$ cat config.mk
export PLATFORM = sky130hd
export DESIGN_NAME = rasterizer_flat
export DESIGN_NICKNAME = d
export VERILOG_FILES = /design/src/rtl/vgacpu_pkg.sv /design/src/rtl/rasterizer_if.sv /design/src/rtl/raster_addr_gen.sv /design/src/rtl/rasterizer.sv /design/src/flat_wrapper.sv
export SDC_FILE = /design/constraint.sdc
export NUM_CORES = 1
export LEC_CHECK = 0
export CAP_MARGIN = 0
export CORE_ASPECT_RATIO = 0.6
export CORE_MARGIN = 2
export CORE_UTILIZATION = 25
export CTS_BUF_LIST = sky130_fd_sc_hd__clkbuf_4 sky130_fd_sc_hd__clkbuf_8
export CTS_CLUSTER_DIAMETER = 50
export DETAILED_ROUTE_END_ITERATION = 12
export PLACE_DENSITY = 0.48
export SLEW_MARGIN = 20
export SYNTH_ARGS = -nofsm -noshare
export SYNTH_HDL_FRONTEND = slang
export SYNTH_SLANG_ARGS = --single-unit
$ cat constraint.sdc
create_clock -name clk -period 4.97 [get_ports clk]
set_input_delay 1.2425 -clock clk [delete_from_list [all_inputs] [get_ports clk]]
set_output_delay 1.2425 -clock clk [all_outputs]
set_load 0.02 [all_outputs]
$ cat src/rtl/vgacpu_pkg.sv
// Shared framebuffer geometry, drawing opcodes and payload types for the
// rasterizer, framebuffer and VGA controller.
package vgacpu_pkg;

    localparam int unsigned FB_WIDTH    = 214;
    localparam int unsigned FB_HEIGHT   = 160;
    localparam int unsigned FB_A_WIDTH  = 16;
    localparam int unsigned FB_D_WIDTH  = 3;
    localparam int unsigned COORD_WIDTH = 8;

    typedef enum logic [1:0] {
        NOP       = 2'd0,
        PLOT      = 2'd1,
        FILL_RECT = 2'd2,
        CLEAR     = 2'd3
    } raster_op_e;

    typedef logic [FB_D_WIDTH-1:0]  pixel_t;
    typedef logic [FB_A_WIDTH-1:0]  fb_addr_t;
    typedef logic [COORD_WIDTH-1:0] coord_t;

    typedef struct packed {
        raster_op_e op;
        coord_t     x0;
        coord_t     y0;
        coord_t     x1;
        coord_t     y1;
        pixel_t     colour;
    } raster_cmd_t;

    // y*214 as a constant shift-add (214 = 128+64+16+4+2)
    function automatic fb_addr_t row_base_of(coord_t y);
        fb_addr_t yw;
        yw = FB_A_WIDTH'(y);
        return (yw << 7) + (yw << 6) + (yw << 4) + (yw << 2) + (yw << 1);
    endfunction

endpackage

$ cat src/rtl/rasterizer_if.sv
// Drawing command channel from the CPU: valid/ready handshake plus payload.
interface rasterizer_if;
    import vgacpu_pkg::*;

    logic       cmd_valid;
    logic       cmd_ready;
    raster_op_e cmd_op;
    coord_t     cmd_x0;
    coord_t     cmd_y0;
    coord_t     cmd_x1;
    coord_t     cmd_y1;
    pixel_t     cmd_colour;

    modport master (
        output cmd_valid, cmd_op, cmd_x0, cmd_y0, cmd_x1, cmd_y1, cmd_colour,
        input  cmd_ready
    );

    modport slave (
        input  cmd_valid, cmd_op, cmd_x0, cmd_y0, cmd_x1, cmd_y1, cmd_colour,
        output cmd_ready
    );

endinterface

$ cat src/rtl/raster_addr_gen.sv
// Raster-order walker: x/y counters, row_base accumulator and the write
// address register, which drives the framebuffer address directly.
module raster_addr_gen
    import vgacpu_pkg::*;
(
    input  logic     clk,
    input  logic     rst_n,
    input  logic     load_i,
    input  logic     step_i,
    input  coord_t   x0_i,
    input  coord_t   y0_i,
    input  coord_t   x1_i,
    input  coord_t   y1_i,
    output fb_addr_t addr_o,
    output logic     done_c
);

    localparam fb_addr_t ROW_STEP = FB_A_WIDTH'(FB_WIDTH);

    coord_t   x_q, x_d, y_q, y_d;
    coord_t   x0_q, x0_d, x1_q, x1_d, y1_q, y1_d;
    fb_addr_t row_base_q, row_base_d, addr_q, addr_d;

    // Row wrap re-derives the address from row_base so no multiply is needed
    always_comb begin
        x_d        = x_q;
        y_d        = y_q;
        x0_d       = x0_q;
        x1_d       = x1_q;
        y1_d       = y1_q;
        row_base_d = row_base_q;
        addr_d     = addr_q;
        if (load_i) begin
            x_d        = x0_i;
            y_d        = y0_i;
            x0_d       = x0_i;
            x1_d       = x1_i;
            y1_d       = y1_i;
            row_base_d = row_base_of(y0_i);
            addr_d     = row_base_of(y0_i) + FB_A_WIDTH'(x0_i);
        end else if (step_i) begin
            if (x_q == x1_q) begin
                x_d        = x0_q;
                y_d        = y_q + COORD_WIDTH'(1);
                row_base_d = row_base_q + ROW_STEP;
                addr_d     = row_base_q + ROW_STEP + FB_A_WIDTH'(x0_q);
            end else begin
                x_d    = x_q + COORD_WIDTH'(1);
                addr_d = addr_q + FB_A_WIDTH'(1);
            end
        end
    end

    always_ff @(posedge clk or negedge rst_n) begin
        if (!rst_n) begin
            x_q        <= '0;
            y_q        <= '0;
            x0_q       <= '0;
            x1_q       <= '0;
            y1_q       <= '0;
            row_base_q <= '0;
            addr_q     <= '0;
        end else begin
            x_q        <= x_d;
            y_q        <= y_d;
            x0_q       <= x0_d;
            x1_q       <= x1_d;
            y1_q       <= y1_d;
            row_base_q <= row_base_d;
            addr_q     <= addr_d;
        end
    end

    assign addr_o = addr_q;
    assign done_c = (x_q == x1_q) && (y_q == y1_q);

endmodule

$ cat src/rtl/rasterizer.sv
// Drawing engine: accepts PLOT/FILL_RECT/CLEAR commands and streams one
// framebuffer write per clock in raster order.
module rasterizer
    import vgacpu_pkg::*;
(
    input  logic         clk,
    input  logic         n_rst_async,
    rasterizer_if.slave  cmd,
    output logic         busy,
    output logic         fb_write_en,
    output fb_addr_t     fb_write_addr,
    output pixel_t       fb_write_pixel
);

    typedef enum logic [1:0] {IDLE, SETUP, DRAW} state_e;

    localparam coord_t X_LIMIT = COORD_WIDTH'(FB_WIDTH);
    localparam coord_t Y_LIMIT = COORD_WIDTH'(FB_HEIGHT);
    localparam coord_t X_LAST  = COORD_WIDTH'(FB_WIDTH - 1);
    localparam coord_t Y_LAST  = COORD_WIDTH'(FB_HEIGHT - 1);

    state_e      state_q, state_d;
    raster_cmd_t cmd_q, cmd_d;
    logic        wr_en_q, wr_en_d;
    pixel_t      pixel_q, pixel_d;
    logic        busy_q, busy_d;
    coord_t      rx0, ry0, rx1, ry1;
    logic        region_empty_c;
    logic        accept_c;
    logic        ag_load, ag_step, ag_done;

    assign cmd.cmd_ready = (state_q == IDLE);
    assign accept_c      = cmd.cmd_valid && cmd.cmd_ready;

    always_comb begin
        cmd_d = cmd_q;
        if (accept_c) begin
            cmd_d = '{op: cmd.cmd_op, x0: cmd.cmd_x0, y0: cmd.cmd_y0,
                      x1: cmd.cmd_x1, y1: cmd.cmd_y1, colour: cmd.cmd_colour};
        end
    end

    // Region derivation and clipping; no corner swapping is done
    always_comb begin
        rx0 = cmd_q.x0;
        ry0 = cmd_q.y0;
        rx1 = cmd_q.x1;
        ry1 = cmd_q.y1;
        case (cmd_q.op)
            PLOT: begin
                rx1 = cmd_q.x0;
                ry1 = cmd_q.y0;
            end
            CLEAR: begin
                rx0 = '0;
                ry0 = '0;
                rx1 = X_LAST;
                ry1 = Y_LAST;
            end
            default: ;
        endcase
        if (rx1 > X_LAST) rx1 = X_LAST;
        if (ry1 > Y_LAST) ry1 = Y_LAST;
        region_empty_c = (rx0 >= X_LIMIT) || (ry0 >= Y_LIMIT) ||
                         (rx0 > rx1) || (ry0 > ry1);
    end

    always_ff @(posedge clk or negedge n_rst_async) begin
        if (!n_rst_async) state_q <= IDLE;
        else              state_q <= state_d;
    end

    always_comb begin
        state_d = state_q;
        case (state_q)
            IDLE:    if (accept_c && (cmd.cmd_op != NOP)) state_d = SETUP;
            SETUP:   state_d = region_empty_c ? IDLE : DRAW;
            DRAW:    if (ag_done) state_d = IDLE;
            default: state_d = IDLE;
        endcase
    end

    // The first write is registered out of SETUP so DRAW cycles carry strobes
    always_comb begin
        ag_load = 1'b0;
        ag_step = 1'b0;
        wr_en_d = 1'b0;
        pixel_d = pixel_q;
        busy_d  = (state_d != IDLE);
        case (state_q)
            SETUP: if (!region_empty_c) begin
                ag_load = 1'b1;
                wr_en_d = 1'b1;
                pixel_d = cmd_q.colour;
            end
            DRAW: if (!ag_done) begin
                ag_step = 1'b1;
                wr_en_d = 1'b1;
            end
            default: ;
        endcase
    end

    always_ff @(posedge clk or negedge n_rst_async) begin
        if (!n_rst_async) begin
            cmd_q   <= '0;
            wr_en_q <= 1'b0;
            pixel_q <= '0;
            busy_q  <= 1'b0;
        end else begin
            cmd_q   <= cmd_d;
            wr_en_q <= wr_en_d;
            pixel_q <= pixel_d;
            busy_q  <= busy_d;
        end
    end

    raster_addr_gen u_addr_gen (
        .clk    (clk),
        .rst_n  (n_rst_async),
        .load_i (ag_load),
        .step_i (ag_step),
        .x0_i   (rx0),
        .y0_i   (ry0),
        .x1_i   (rx1),
        .y1_i   (ry1),
        .addr_o (fb_write_addr),
        .done_c (ag_done)
    );

    assign fb_write_en    = wr_en_q;
    assign fb_write_pixel = pixel_q;
    assign busy           = busy_q;

endmodule

$ cat src/flat_wrapper.sv
// flat-port wrapper written by rule: the top's interface ports become plain ports
module rasterizer_flat import vgacpu_pkg::*;
  (clk, n_rst_async, busy, fb_write_en, fb_write_addr, fb_write_pixel, cmd_cmd_valid, cmd_cmd_op, cmd_cmd_x0, cmd_cmd_y0, cmd_cmd_x1, cmd_cmd_y1, cmd_cmd_colour, cmd_cmd_ready);
  rasterizer_if cmd_i ();
  input  logic clk;
  input  logic n_rst_async;
  output logic busy;
  output logic fb_write_en;
  output fb_addr_t fb_write_addr;
  output pixel_t fb_write_pixel;
  input wire logic [$bits(cmd_i.cmd_valid)-1:0] cmd_cmd_valid;
  input wire logic [$bits(cmd_i.cmd_op)-1:0] cmd_cmd_op;
  input wire logic [$bits(cmd_i.cmd_x0)-1:0] cmd_cmd_x0;
  input wire logic [$bits(cmd_i.cmd_y0)-1:0] cmd_cmd_y0;
  input wire logic [$bits(cmd_i.cmd_x1)-1:0] cmd_cmd_x1;
  input wire logic [$bits(cmd_i.cmd_y1)-1:0] cmd_cmd_y1;
  input wire logic [$bits(cmd_i.cmd_colour)-1:0] cmd_cmd_colour;
  output wire logic [$bits(cmd_i.cmd_ready)-1:0] cmd_cmd_ready;
  assign cmd_i.cmd_valid = cmd_cmd_valid;
  assign cmd_i.cmd_op = cmd_cmd_op;
  assign cmd_i.cmd_x0 = cmd_cmd_x0;
  assign cmd_i.cmd_y0 = cmd_cmd_y0;
  assign cmd_i.cmd_x1 = cmd_cmd_x1;
  assign cmd_i.cmd_y1 = cmd_cmd_y1;
  assign cmd_i.cmd_colour = cmd_cmd_colour;
  assign cmd_cmd_ready = cmd_i.cmd_ready;
  rasterizer u_core (.clk(clk), .n_rst_async(n_rst_async), .cmd(cmd_i), .busy(busy), .fb_write_en(fb_write_en), .fb_write_addr(fb_write_addr), .fb_write_pixel(fb_write_pixel));
endmodule
**Word level (Yosys, flattened, before mapping)**

Index checks and enable logic that the tools add are counted.

- Logic and storage cells: 80
- Register bits: 116
- Output and inout port bits: 22

- Muxes and demuxes: 27
- Reduce and logical (&&, ||, !) cells: 13
- $add $sub $neg: 10
- Equality and inequality tests: 6
- Magnitude comparators: 6
- Bitwise gates (word level): 1

Operator list:

| cell | count |
|---|---|
| $mux 16 | 6 |
| $mux 8 | 10 |
| $add 16x8->16 | 2 |
| $pmux 8 s2 | 2 |
| $add 15x14->16 | 1 |
| $add 16x1->16 const B | 1 |
| $add 16x10->16 | 1 |
| $add 16x12->16 | 1 |
| $add 16x8->16 const B | 1 |
| $add 16x9->16 | 1 |
| $add 8x1->8 const B | 2 |
| $eq 8x8->1 | 2 |
| $ge 8x8->1 const B | 2 |
| $gt 8x8->1 | 2 |
| $gt 8x8->1 const B | 2 |
| $reduce_bool 2->1 | 4 |
| $mux 2 | 3 |
| $pmux 2 s3 | 1 |
| $eq 2x1->1 const B | 2 |
| $eq 2x2->1 const B | 2 |
| $mux 1 | 4 |
| $reduce_and 2->1 | 2 |
| $logic_and 1x1->1 | 3 |
| $logic_or 1x1->1 | 3 |
| 3 further kinds | 3 |

**Longest topological paths before layout**

Gate-level depths: netlist of the first run.

- Depth in word-level cells: 11
- Mapped depth: 21

**Modules after synthesis**

From an unflattened synthesis of the first run, not the netlist that was laid out.

- Cells, all modules: 944
- Area, all modules: 8634.5 µm²

By module, submodules not included:

| module | instances | cells each | area each (µm²) | seq. area each (µm²) |
|---|---|---|---|---|
| raster_addr_gen | 1 | 701 | 6088.3 | 1776.7 |
| rasterizer | 1 | 243 | 2546.2 | 1101.1 |

**Worst setup path after synthesis of the first run**

Ideal clock, no wire load.

- Path kind: reg-to-reg
- From: register u_core.cmd_q[35] (netlist bit)
- To: register u_core.u_addr_gen.addr_q[15], in the netlist u_core.u_addr_gen.addr_o[15]
- Clock period less this slack: 4.539 ns
- Cell stages (with the launch flop): 21
- Arrival time: 4.421 ns
- Path slack: 0.431 ns
- Cells stage by stage: dfrtp_1 -> buf_2 -> nand2_1 -> clkbuf_1 -> nand2_1 -> ha_1 -> a21o_1 -> fa_1 -> inv_1 -> fa_1 -> inv_1 -> ha_1 -> buf_2 -> a21o_1 -> nand2_1 -> a31oi_1 -> xnor2_1 -> nor4_1 -> nand3b_1 -> xor2_1 -> o21a_1

- Cells in the longest elaborated chain, start to end: 10
- Elaborated cells on any way between the ends: 26
- Those cells by class: add/sub: 5; order compare: 6; eq/ne: 2; mux: 9; reduce/logical: 4

Ends and longest elaborated chain:

| item | RTL line | RTL |
|---|---|---|
| start: declaration | rasterizer.sv:23 | `raster_cmd_t cmd_q, cmd_d;` |
| start signal: assignment | rasterizer.sv:111 | `cmd_q <= cmd_d;` |
| branches (longest 10 deep; another with $add 15x14->16) | -- |  |
| end signal: assignment | raster_addr_gen.sv:70 | `addr_q <= addr_d;` |
| end: declaration | raster_addr_gen.sv:22 | `fb_addr_t row_base_q, row_base_d, addr_q, addr_d;` |

Parallel ways; which one is timed is not known.
A chain may end at the register's enable or synchronous reset.

**Worst setup path in the final report of the first run**

- From: register u_core.cmd_q[36] (netlist bit)
- To: register u_core.u_addr_gen.addr_q[11], in the netlist u_core.u_addr_gen.addr_o[11]

Same word-level chain as after synthesis.

==> results of run 1 <==
## synthesized netlist by cell type (5+ instances only)
| cell type | instances | area (um^2) |
|---|---|---|
| xor2_1 | 30 | 262.8 |
| nand3_1 | 20 | 100.1 |
| a211oi_1 | 6 | 45.04 |
| a31oi_1 | 7 | 43.79 |
| nor4_1 | 7 | 43.79 |
| xnor2_1 | 61 | 534.3 |
| mux2i_1 | 5 | 50.05 |
| buf_2 | 13 | 65.06 |
| inv_1 | 33 | 123.9 |
| fa_1 | 9 | 180.2 |
| nand4_1 | 11 | 68.82 |
| o221ai_1 | 5 | 43.79 |
| o21a_1 | 7 | 52.55 |
| and2_1 | 20 | 125.1 |
| and3_1 | 9 | 56.30 |
| nor2_1 | 96 | 360.4 |
| o21ai_0 | 50 | 250.2 |
| o22ai_1 | 12 | 75.07 |
| a21o_1 | 15 | 112.6 |
| dfrtp_1 | 115 | 2878 |
| o211ai_1 | 7 | 52.55 |
| a22o_1 | 8 | 70.07 |
| nand2_1 | 76 | 285.3 |
| o21ai_1 | 8 | 40.04 |
| ha_1 | 75 | 938.4 |
| nor2b_1 | 12 | 75.07 |
| a21oi_1 | 57 | 285.3 |
| mux2_2 | 47 | 529.3 |
| and4_1 | 6 | 52.55 |
| nor3_1 | 14 | 70.07 |
| clkbuf_1 | 25 | 93.84 |
## critical path: cells and delay by family, from the launching register on
kind	cells	cell delay, ns
adders and majority gates	5	1.71
AOI/OAI and AO/OA	3	1.01
and+or+nand+nor	4	0.61
buffers and inverters	5	0.57
DFF	1	0.42
xor gates and xnor gates	1	0.17
## path summary, 6_finish.rpt
check	start	end	cells past startpoint
max	u_core.cmd_q[36]$_DFFE_PN0P_	u_core.u_addr_gen.addr_o[11]$_DFFE_PN0P_	18
min in group asynchronous	n_rst_async	u_core.u_addr_gen.addr_o[11]$_DFFE_PN0P_	2
min reg2reg	u_core.u_addr_gen.x0_q[0]$_DFFE_PN0N_	u_core.u_addr_gen.x0_q[0]$_DFFE_PN0N_	2
max reg2reg	u_core.cmd_q[36]$_DFFE_PN0P_	u_core.u_addr_gen.addr_o[11]$_DFFE_PN0P_	18
min	u_core.u_addr_gen.x0_q[0]$_DFFE_PN0N_	u_core.u_addr_gen.x0_q[0]$_DFFE_PN0N_	2
max in group asynchronous	n_rst_async	u_core.cmd_q[36]$_DFFE_PN0P_	2
## sequential cells by signal, indices dropped and copies added, names as in the netlist
signal,count
u_core.u_addr_gen.y_q,8
u_core.u_addr_gen.x1_q,8
u_core.u_addr_gen.x_q,8
u_core.u_addr_gen.x0_q,8
u_core.cmd_q,37
u_core.u_addr_gen.row_base_q,15
u_core.u_addr_gen.y1_q,8
u_core.u_addr_gen.addr_o,16
u_core.fb_write_en,1
u_core.busy,1
u_core.state_q,2
u_core.fb_write_pixel,3
## through the flow
stage | std cells | hold slack [ns]
2_1_floorplan | 938 | 0.4497
3_3_place_gp | 1432 | 0.4667
3_5_place_dp | 1432 | 0.4743
4_1_cts | 1464 | 0.4953
5_1_grt | 1464 | 0.5191
6_report | 1464 | 0.4939
## cells by family (layout without fill, tap and decap cells)
family	after synthesis	count (layout)
AOI/OAI and AO/OA	220	220
xor gates and xnor gates	91	91
DFF	115	115
and+or+nand+nor	294	294
muxes	52	52
buffers and inverters	81	148
adders and majority gates	85	85
## layout make-up
class / instances / area, um^2 / share of cell area, %
repair buffers: 83 / 798.3 / 7.834
multi-input cells: 742 / 5410 / 53.09
clock inverters: 13 / 148.9 / 1.461
inverters: 33 / 123.9 / 1.216
clock buffers: 19 / 255.2 / 2.505
flip-flops and latches: 115 / 2879 / 28.25
well taps: 459 / 574.3 / 5.636
## routing by layer
metal | vias to the layer above | track usage [%] | part of all wire [%]
li1 | 3430 | - | -
met1 | 3314 | 22.45 | 55
met2 | 165 | 19.07 | 38
met3 | 14 | 3.468 | 5.7
met4 | 0 | 2.988 | 0.84
met5 | - | 0 | 0
==> metrics.txt, run 1 <==
Via density=4.729; Yosys cell types=73; post-synthesis register bit count=115; Final Hold Viols=0; number of flops mapped to enable cells by yosys=0; Num CTS Buffers=17; Core ar.=33770 um^2; post-route DRC violation count=0; Detailed Place HPWL=18310 um; WP data required=5.30 ns; Chip Width=243.5 um; gp weighted congestion=0.8327; prevailing post-synth register cell=dfrtp_1; share of layout cells above drive strength 1=13.33%; Post-Synth Adder-Cell Area=13.13%; HP Class=reg2reg; fmax=216.5 MHz; synthesized net count=1062; clk slew on worst S/H paths=0.08 ns; grt ovf=0; worst path arrival time=4.94 ns; total number of vias=6923; Final Cycle Share=92.92%; most frequent cells in the layout=dfrtp_1 (114), nor2_1 (95), nand2_1 (76); first-pass GRT wire length=39830 um; Die H=147.7 um; clk buf depth=2; cells after synthesis=938; critical path class=reg2reg; Final Max Slew Viols=0; ys async rst share=100.0%; reg-to-reg slack, setup=0.35 ns; slowest CP cell=o41ai_1; most common cell after layout, fill and taps aside=dfrtp_1; initial core utilization=25.48%; CP Cell Sequence=nand2_1 -> buf_4 -> nand2_1 -> inv_1 -> buf_4 -> ha_1 -> a21o_1 -> fa_1 -> ha_1 -> inv_1 -> fa_1 -> inv_1 -> ha_1 -> o41ai_1 -> nor2_1 -> xnor2_1 -> nor2_1 -> a21oi_1; Fin Setup TNS=0 ns; Critical Path Max Stage Delay=0.78 ns; Compound-Gate Fraction of Synth Area=16.90%; post-cts hold buffer count=0; RSZ-0062 raised after global routing=no; Max Cap Violations=0; post-route ant nets=0; synthesized area=8603 um^2; Final setup viols=0; DRT Pass-1 Iters=4; pin count of the biggest net entering global routing=116; Avg Inst Size Synth=9.172 um^2; number of post-CTS setup repair buffers=0; worst setup margin=0.3517 ns; standard-cell rows=52; H-tree Lvls=4; Tot GR Track Use=14.22%; drt total wl=24620 um; Core Util, Final=30.18%; clock root cell=clkbuf_8; # IOs=62; Worst Setup Slack post-DPL=0.2441 ns; fill count=3552; Design Area, Final=10190 um^2; Seq/Total Area, Yosys=33.45%; Clock Sinks=115; Critical Path Sink Type=register; number of global-route vias before repair=6924; initial DRC count=525; relative slew slack=45.26%; slew at the pin closest to its max-slew limit=0.8106 ns; dpl cell area=9747 um^2; fin nets=1116; Clock Latency Late Sink=0.47 ns; Ys Warns=0; critical path peak fanout=9; simple-gate area share of the yosys netlist=16.35%; status=finished clean; antenna cell count=0; clk_skew=0.01690 ns; Startpoint Class=register; xor-xnor portion of the synthesized cell area=9.264%; Area Growth Syn to Fin=18.44%; combinational family with the most area after synthesis=compound AO/OA/AOI/OAI gates; post-CTS sizing=0; post-synthesis mux area share=6.734%; final worst path period need=4.618 ns; # port buffers=61; CTS tree=built; initial antenna violation count=0; Wirelength per Cell=16.82 um; die area=35960 um^2
Power of run 1 is not shown: default switching activity piles up to over one toggle a cycle in this logic, so the estimate is an artifact.
==> inputs of run 2 (changes only) <==
- TNS_END_PERCENT: not set -> 10
==> results of run 2 <==
Final layout, timing and power as in run 1 (identical DEF).
Power of run 2 is left out for the same reason.
==> inputs of run 3 (changes only) <==
- ABC_AREA: not set -> 0
- PLACE_DENSITY: 0.48 -> not set
==> metrics.txt, run 3 (synthesized netlist as in run 1, its figures left out) <==
R2R depth=17 (was 18); H-tree Lvls=4 (unchanged); fmax=216.6 MHz (was 216.5 MHz); Startpoint Class=register (unchanged); Core ar.=33770 um^2 (unchanged); fin nets=1113 (was 1116); Final Max Slew Viols=0 (unchanged); Final setup viols=0 (unchanged); share of layout cells above drive strength 1=12.87% (was 13.33%); critical path peak fanout=8 (was 9); standard-cell rows=52 (unchanged); clk_skew=0.01604 ns (was 0.01690 ns); hold path endpoint=u_core.u_addr_gen.x0_q[0]$_DFFE_PN0N_ (unchanged); reg-to-reg critical path startpoint=u_core.cmd_q[36]$_DFFE_PN0P_ (unchanged); max reg flops=37 (unchanged); number of global-route vias before repair=6619 (was 6924); Tot GR Track Use=13.39% (was 14.22%); total number of vias=7066 (was 6923); worst path arrival time=4.98 ns (was 4.94 ns); most common cell after layout, fill and taps aside=dfrtp_1 (unchanged); hold_sp=u_core.u_addr_gen.x0_q[0]$_DFFE_PN0N_ (unchanged); CTS tree=built (unchanged); first-pass GRT wire length=37490 um (was 39830 um); gp weighted congestion=0.8495 (was 0.8327); post-route DRC violation count=0 (unchanged); Min-Delay Path Depth=2 (unchanged); # IOs=62 (unchanged); slowest CP cell=fa_1 (was o41ai_1); Via density=4.833 (was 4.729); initial antenna violation count=0 (unchanged); die area=35960 um^2 (unchanged); initial DRC count=609 (was 525); Critical Path Sink Type=register (unchanged); clk slew on worst S/H paths=0.09 ns (was 0.08 ns); Area Growth Syn to Fin=17.95% (was 18.44%); CP Cell Sequence=nand2_2 -> and2_1 -> inv_1 -> ha_2 -> xor2_1 -> fa_1 -> fa_1 -> ha_1 -> nor2b_1 -> o2111ai_1 -> nand3b_1 -> xnor2_1 -> nor4_1 -> buf_4 -> nand3b_1 -> xor2_1 -> o21a_1 (was nand2_1 -> buf_4 -> nand2_1 -> inv_1 -> buf_4 -> ha_1 -> a21o_1 -> fa_1 -> ha_1 -> inv_1 -> fa_1 -> inv_1 -> ha_1 -> o41ai_1 -> nor2_1 -> xnor2_1 -> nor2_1 -> a21oi_1); Final Cycle Share=92.91% (was 92.92%); HP Class=reg2reg (unchanged); grt ovf=0 (unchanged); Clock Sinks=115 (unchanged); Critical Path Max Stage Delay=0.48 ns (was 0.78 ns); Chip Width=243.5 um (unchanged); Max Cap Violations=0 (unchanged); Wirelength per Cell=16.06 um (was 16.82 um); clk buf depth=2 (unchanged); initial core utilization=25.48% (unchanged); relative slew slack=40.92% (was 45.26%); slew at the pin closest to its max-slew limit=0.8841 ns (was 0.8106 ns); WP buf/inv=2 (was 5); Clock Latency Late Sink=0.47 ns (about the same); post-cts hold buffer count=0 (unchanged); delay-heaviest family, CP=adder cells (unchanged); post-route ant nets=0 (unchanged); Die H=147.7 um (unchanged); largest reg by FF count=u_core.cmd_q (unchanged); DRT Pass-1 Iters=5 (was 4); final worst path period need=4.618 ns (about the same); drt total wl=23470 um (was 24620 um); worst flop-to-flop path endpoint=u_core.u_addr_gen.addr_o[15]$_DFFE_PN0P_ (was u_core.u_addr_gen.addr_o[11]$_DFFE_PN0P_); Final Hold Viols=0 (unchanged); # port buffers=61 (unchanged); number of post-CTS setup repair buffers=0 (unchanged); Num CTS Buffers=17 (unchanged); critical path class=reg2reg (unchanged); reg-to-reg slack, setup=0.35 ns (about the same); pin count of the biggest net entering global routing=60 (was 116); RSZ-0062 raised after global routing=no (unchanged); clock root cell=clkbuf_8 (unchanged); most frequent cells in the layout=dfrtp_1 (114), nor2_1 (95), nand2_1 (75) (was dfrtp_1 (114), nor2_1 (95), nand2_1 (76)); Fin Setup TNS=0 ns (unchanged); WP data required=5.33 ns (was 5.30 ns); Detailed Place HPWL=18160 um (was 18310 um); post-CTS sizing=0 (unchanged); status=finished clean (unchanged)
run 3: cell count changes in the layout (fill, tap and decap cells not counted), moves of 2 or more:
cell,delta
buf_4,-3
clkinv_4,-2
inv_6,+3
inv_8,+2
run 3: metrics by stage:
step                hold slack (ns)  worst slack (ns)  util (%)  std cells  area (um^2)
CTS                          0.4896            0.1347     29.97       1461        10120
finish                       0.4897            0.3525     30.05       1462        10150
detailed placement           0.4702            0.1642     28.80       1429         9724
floorplan                    0.4497            0.4307         -        938         8603
global placement             0.4619            0.2444     28.80       1429         9724
global route                 0.5272           0.04345     30.04       1461        10140
run 3: how the worst max path moves through the flow:
| stage | to | cells after the start | from | slack, ns |
|---|---|---|---|---|
| 2_1_floorplan | u_core.u_addr_gen.addr_o[15]$_DFFE_PN0P_ | 20 | u_core.cmd_q[35]$_DFFE_PN0P_ | 0.43 |
| 3_3_place_gp | u_core.u_addr_gen.addr_o[15]$_DFFE_PN0P_ | 19 | u_core.cmd_q[36]$_DFFE_PN0P_ | 0.24 |
| 3_5_place_dp | u_core.u_addr_gen.addr_o[15]$_DFFE_PN0P_ | 19 | u_core.cmd_q[36]$_DFFE_PN0P_ | 0.16 |
| 4_1_cts | u_core.u_addr_gen.addr_o[15]$_DFFE_PN0P_ | 19 | u_core.cmd_q[36]$_DFFE_PN0P_ | 0.13 |
| 5_1_grt | u_core.u_addr_gen.addr_o[15]$_DFFE_PN0P_ | 17 | u_core.cmd_q[36]$_DFFE_PN0P_ | 0.04 |
| 6_report | u_core.u_addr_gen.addr_o[15]$_DFFE_PN0P_ | 17 | u_core.cmd_q[36]$_DFFE_PN0P_ | 0.35 |
run 3: routing by layer:
| layer | vias to the layer above | GRT usage [%] | share of wire (%) |
|---|---|---|---|
| li1 | 3436 | - | - |
| met1 | 3395 | 21.47 | 54 |
| met2 | 214 | 16.84 | 37 |
| met4 | 0 | 3.262 | 1.0 |
| met5 | - | 0 | 0 |
| met3 | 21 | 3.885 | 7.9 |
run 3: worst min-delay path, delay by kind of cell, from the launching register on:
| kind | cells | cell delay [ns] |
|---|---|---|
| compound gates | 1 | 0.06 |
| simple gates | 1 | 0.05 |
| flops | 1 | 0.35 |
run 3: cell type report:
cell class | count | area [um^2]
clock buffers | 17 | 234.0
multi-input cells | 742 | 5396
repair buffers | 80 | 775.7
flip-flops and latches | 115 | 2879
well taps | 459 | 574.3
clock inverters | 15 | 161.4
fillers | 3550 | 23620
diodes | 1 | 2.502
inverters | 33 | 123.9
Power of run 3 is left out for the same reason.
